**src/rtl/cpu_pkg.sv**
```systemverilog
// Shared datapath constants for simple_cpu: register width, count and
// the hardwired-zero register index.
package cpu_pkg;
    localparam int XLEN       = 32;
    localparam int REG_ADDR_W = 5;
    localparam int NUM_REGS   = 32;
    localparam logic [REG_ADDR_W-1:0] ZERO_REG = 5'd0;
endpackage

```
**src/rtl/wr_decoder.sv**
```systemverilog
// Write-port demultiplexer: turns a register index into a one-hot enable
// vector. Entry 0 is never enabled, so x0 can never be written.
module wr_decoder
    import cpu_pkg::*;
#(
    parameter int ADDR_W = REG_ADDR_W,
    parameter int DEPTH  = NUM_REGS
) (
    input  logic              en,
    input  logic [ADDR_W-1:0] addr,
    output logic [DEPTH-1:0]  onehot
);

    always_comb begin
        onehot = '0;
        for (int i = 1; i < DEPTH; i++) begin
            if (en && addr == ADDR_W'(i)) begin
                onehot[i] = 1'b1;
            end
        end
    end

endmodule

```
**src/rtl/reg_file.sv**
```systemverilog
// General-purpose register file: one synchronous write port, two
// combinational read ports with optional write-through bypass; x0 reads 0.
module reg_file
    import cpu_pkg::*;
#(
    parameter int WIDTH  = XLEN,
    parameter int DEPTH  = NUM_REGS,
    parameter int ADDR_W = REG_ADDR_W,
    parameter int BYPASS = 1
) (
    input  logic              clk,
    input  logic              rst,
    input  logic              we,
    input  logic [ADDR_W-1:0] waddr,
    input  logic [WIDTH-1:0]  wdata,
    input  logic [ADDR_W-1:0] raddr1,
    output logic [WIDTH-1:0]  rdata1,
    input  logic [ADDR_W-1:0] raddr2,
    output logic [WIDTH-1:0]  rdata2
);

    logic [WIDTH-1:0] regs [DEPTH];
    logic [DEPTH-1:0] wr_en;

    wr_decoder #(
        .ADDR_W (ADDR_W),
        .DEPTH  (DEPTH)
    ) u_wr_decoder (
        .en     (we),
        .addr   (waddr),
        .onehot (wr_en)
    );

    // Reset wins over a coincident write; wr_en[0] is always low so x0 stays 0.
    always_ff @(posedge clk) begin
        if (rst) begin
            for (int i = 0; i < DEPTH; i++) begin
                regs[i] <= '0;
            end
        end else begin
            for (int i = 0; i < DEPTH; i++) begin
                if (wr_en[i]) begin
                    regs[i] <= wdata;
                end
            end
        end
    end

    always_comb begin
        rdata1 = regs[raddr1];
        if (raddr1 == ADDR_W'(ZERO_REG)) begin
            rdata1 = '0;
        end else if (BYPASS != 0 && !rst && we && waddr == raddr1) begin
            rdata1 = wdata;
        end
    end

    always_comb begin
        rdata2 = regs[raddr2];
        if (raddr2 == ADDR_W'(ZERO_REG)) begin
            rdata2 = '0;
        end else if (BYPASS != 0 && !rst && we && waddr == raddr2) begin
            rdata2 = wdata;
        end
    end

endmodule

```
**config.mk**
```make
export PLATFORM = sky130hd
export DESIGN_NAME = reg_file
export DESIGN_NICKNAME = d
export VERILOG_FILES = /design/src/rtl/cpu_pkg.sv /design/src/rtl/wr_decoder.sv /design/src/rtl/reg_file.sv
export SDC_FILE = /design/constraint.sdc
export NUM_CORES = 2
export LEC_CHECK = 0
export CORE_UTILIZATION = 55
export CTS_CLUSTER_SIZE = 40
export DETAILED_ROUTE_END_ITERATION = 8
export PLACE_DENSITY = 0.69
export SETUP_SLACK_MARGIN = 0.2
export SLEW_MARGIN = 20
export SYNTH_ARGS = -nofsm -noshare
export SYNTH_HDL_FRONTEND = slang
export SYNTH_SLANG_ARGS = --single-unit
```
**constraint.sdc**
```tcl
create_clock -name clk -period 3.64 [get_ports clk]
set_input_delay 0.364 -clock clk [delete_from_list [all_inputs] [get_ports clk]]
set_output_delay 0.364 -clock clk [all_outputs]
set_load 0.02 [all_outputs]
```
==> impl_metrics.env <==
export IMPL_timing_hold_violations_final=0
export IMPL_min_from="wdata[14]"
export IMPL_netlist_cell_type_count=53
export IMPL_ys_flop_type="edfxtp_1"
export IMPL_drv_cap=0
export IMPL_path_max_fanout=32
export IMPL_io_buffers=113
export IMPL_slew_headroom_pct=39.1
export IMPL_grt_pass1_vias=34488
export IMPL_ioPinCount=114
export IMPL_outcome="finished, final reports clean"
export IMPL_area_delta_synth_final_pct=15.6
export IMPL_clock_sinks=992
export IMPL_min_period_ns=3.57
export IMPL_routabilityCongestion=0.964
export IMPL_tightest_slew_ns=0.906
export IMPL_synth_edf_count=992
export IMPL_synth_area_per_cell_um2=15.2
export IMPL_endpoint_kind="output pin"
export IMPL_cts_tree="built"
export IMPL_post_route_period_util_pct=98.1
export IMPL_start_kind="input pin"
export IMPL_critPathRequiredTime_ns=3.28
export IMPL_grt_overflow=0
export IMPL_swShare_pct=25.6
export IMPL_p_leak_uw=0.0197
export IMPL_die_x_um=302
export IMPL_drt_wl_total_um=174000
export IMPL_via_count=34985
export IMPL_start_util_pct=55.8
export IMPL_largest_register="regs"
export IMPL_top_regs="regs (992)"
export IMPL_synth_nets=3323
export IMPL_worstSetupPathType="in2out"
export IMPL_dr_pass1_iters=6
export IMPL_cts_root_buf="clkbuf_16"
export IMPL_avgViaCountPerCell=7.42
export IMPL_syn_area_mm2=0.0496
export IMPL_htreeDepth=3
export IMPL_cp_arrival_ns=3.21
export IMPL_yosys_warnings=0
export IMPL_holdPathStages=3
export IMPL_worst_path_max_delay_cell="clkdlybuf4s50_1"
export IMPL_async_flop_share_pct=0
export IMPL_die_area_mm2=0.0914
export IMPL_seq_area_frac_synth_pct=60.0
export IMPL_grt_first_pass_wirelength_um=246000
export IMPL_grt_antenna_before_repair=4
export IMPL_clkPwrFrac_pct=37.3
export IMPL_clock_path_buffers=3
export IMPL_wl_per_cell_um=36.9
export IMPL_finalSetupViolations=0
export IMPL_pwr_share_comb_pct=14.7
export IMPL_drt_iter0_drc=5963
export IMPL_core_area_mm2=0.0889
export IMPL_fin_hold_ws_ns=0.515
export IMPL_path_cells="clkdlybuf4s50_1 -> buf_12 -> or2_2 -> buf_12 -> a221oi_1 -> nor4_2 -> a211oi_1 -> buf_4 -> a211oi_1 -> clkdlybuf4s50_1"
export IMPL_ir_drop_v=0.000428
export IMPL_drive_above_1_share_pct=29.4
export IMPL_antenna_left=0
export IMPL_netlist_instances=3273
export IMPL_critPathMaxStageDelay_ns=0.59
export IMPL_p_switching_uw=7370
export IMPL_slew_viol_final=0
export IMPL_worstHoldPathType="in2reg"
export IMPL_fmax_mhz=280
export IMPL_drc=0
export IMPL_rows=109
export IMPL_hold_end="regs[2][14]"
export IMPL_dpl_hpwl_um=113000
export IMPL_grt_usage_pct=38.2
export IMPL_grt_start_max_net_pins=64
export IMPL_p_int_uw=21500
export IMPL_die_h_um=302
export IMPL_largest_register_ffs=992
export IMPL_clk_pin_slew_worst_paths_ns=0.06
export IMPL_rsz0062_at_grt="yes"
export IMPL_cellPowerDensity_mw_per_mm2=502
export IMPL_fin_nets=3513
export IMPL_cts_made_buffers=103
export IMPL_yosys_register_bits=992
export IMPL_tns_ns=0
export IMPL_pwr_share_seq_pct=48.0
## cells in the final DEF (no fill, tap or decap), types with 19 or more instances in the layout
cell / instances
clkdlybuf4s50_1: 57
dlygate4sd2_1: 35
o21ai_0: 40
buf_12: 54
nand2b_2: 19
buf_4: 262
clkinv_2: 20
a21oi_1: 21
nand3_1: 44
nor2_1: 625
nor2b_1: 35
nand2_1: 45
edfxtp_1: 992
o22ai_1: 65
clkinv_1: 29
a211oi_1: 22
a221oi_1: 71
inv_1: 43
nor4_1: 24
mux2i_1: 93
nand2b_1: 40
a22oi_1: 95
mux4_2: 403
clkbuf_16: 105
mux2_2: 60
## metal layers
metal / track usage [%] / vias up / wire length [um]
met4: 21.2 / 6 / 10900
met5: 0 / - / 50
met1: 50.8 / 17805 / 60000
met2: 58.3 / 3140 / 79400
met3: 9.60 / 644 / 23800
li1: - / 13390 / -
## worst max path at each step
| stage | start | endpoint | slack (ns) |
|---|---|---|---|
| floorplan | waddr[0] | regs[24][0] | 0.79 |
| global placement | raddr2[4] | rdata2[7] | -0.20 |
| detailed placement | raddr2[4] | rdata2[7] | -0.15 |
| CTS | raddr2[4] | rdata2[0] | 0.14 |
| global route | raddr2[4] | rdata2[0] | 0.03 |
| finish | raddr2[4] | rdata2[0] | 0.07 |
## power groups by stage
stage / logic, uW / registers (uW) / clock network, uW
after floorplan: 2410 / 13900 / 0
after global placement: 4070 / 13900 / 0
after detailed placement: 4110 / 14000 / 0
after CTS: 4110 / 13800 / 10800
after global routing: 4330 / 13900 / 11100
final: 4230 / 13800 / 10800
## worst max-delay path, delay by kind of cell
kind / cells / cell delay [ns]
AND/OR/NAND/NOR: 2 / 0.45
buffers and inverters: 5 / 1.64
AO/OA/AOI/OAI: 3 / 0.72
## layout make-up
class | count | area (um^2)
diodes | 1 | 2.50
clock buffers | 119 | 2680
clock inverters | 71 | 713
fillers | 6270 | 31500
inverters | 43 | 161
multi-input cells | 1894 | 18400
flip-flops and latches | 992 | 29800
well taps | 1165 | 1460
repair buffers | 429 | 4160
## cell usage after synthesis, types with 4 or more instances
library cell  instances  area (um^2)
inv_1                43          161
mux2i_1              94          941
o311a_1              18          180
nand2b_1             59          369
nor2_1              628         2360
clkbuf_1            194          728
buf_2                68          340
buf_6                27          304
a21oi_1              22          110
nor2b_1              41          257
xnor2_1               5         43.8
a211oi_1             30          225
a22oi_1              95          713
o211ai_2             10          125
xor2_1                5         43.8
mux2_2               60          676
buf_4                21          158
nand3_1              45          225
nor4_1               32          200
o21ai_0              40          200
o22ai_1              65          407
or2_2                 5         31.3
o31ai_1              11         82.6
mux2_4                4         60.1
buf_1                32          120
mux4_2              403         9080
edfxtp_1            992        29800
nand2_1              48          180
o21bai_1             12         90.1
a221oi_1             75          657
a221oi_2             11          165
a22o_1               18          158
o221ai_1             11         96.3
nor3_1               17         85.1
## through the flow
step | area (um^2) | std cells | util, % | total power (uW) | worst slack [ns]
final | 57400 | 4714 | 64.5 | 28800 | 0.0692
after global routing | 57400 | 4713 | 64.5 | 29400 | 0.0344
after CTS | 57200 | 4707 | 64.3 | 28700 | 0.136
after detailed placement | 53700 | 4517 | 60.4 | 18100 | -0.148
after global placement | 53700 | 4517 | 60.4 | 18000 | -0.199
after floorplan | 49600 | 3273 | - | 16300 | 0.787
## cell families (layout without fill, tap and decap cells)
kind of cell	Yosys count	after routing	share of synthesized area (%)
flip-flops	992	992	60.0
AND/OR/NAND/NOR	898	898	7.84
multiplexers	561	561	21.7
AO/OA/AOI/OAI	425	425	6.59
buffers and inverters	387	662	3.71
XOR/XNOR	10	10	0.176
other	0	1	0
## repair_timing
action | CTS | global route
hold buffers | 0 | 0
setup endpoints to repair | 53 | 26
pin swaps | 5 | 2
buffers inserted | 0 | 6
gates resized for setup | 57 | 29
Power figures use the tool's default switching activity.
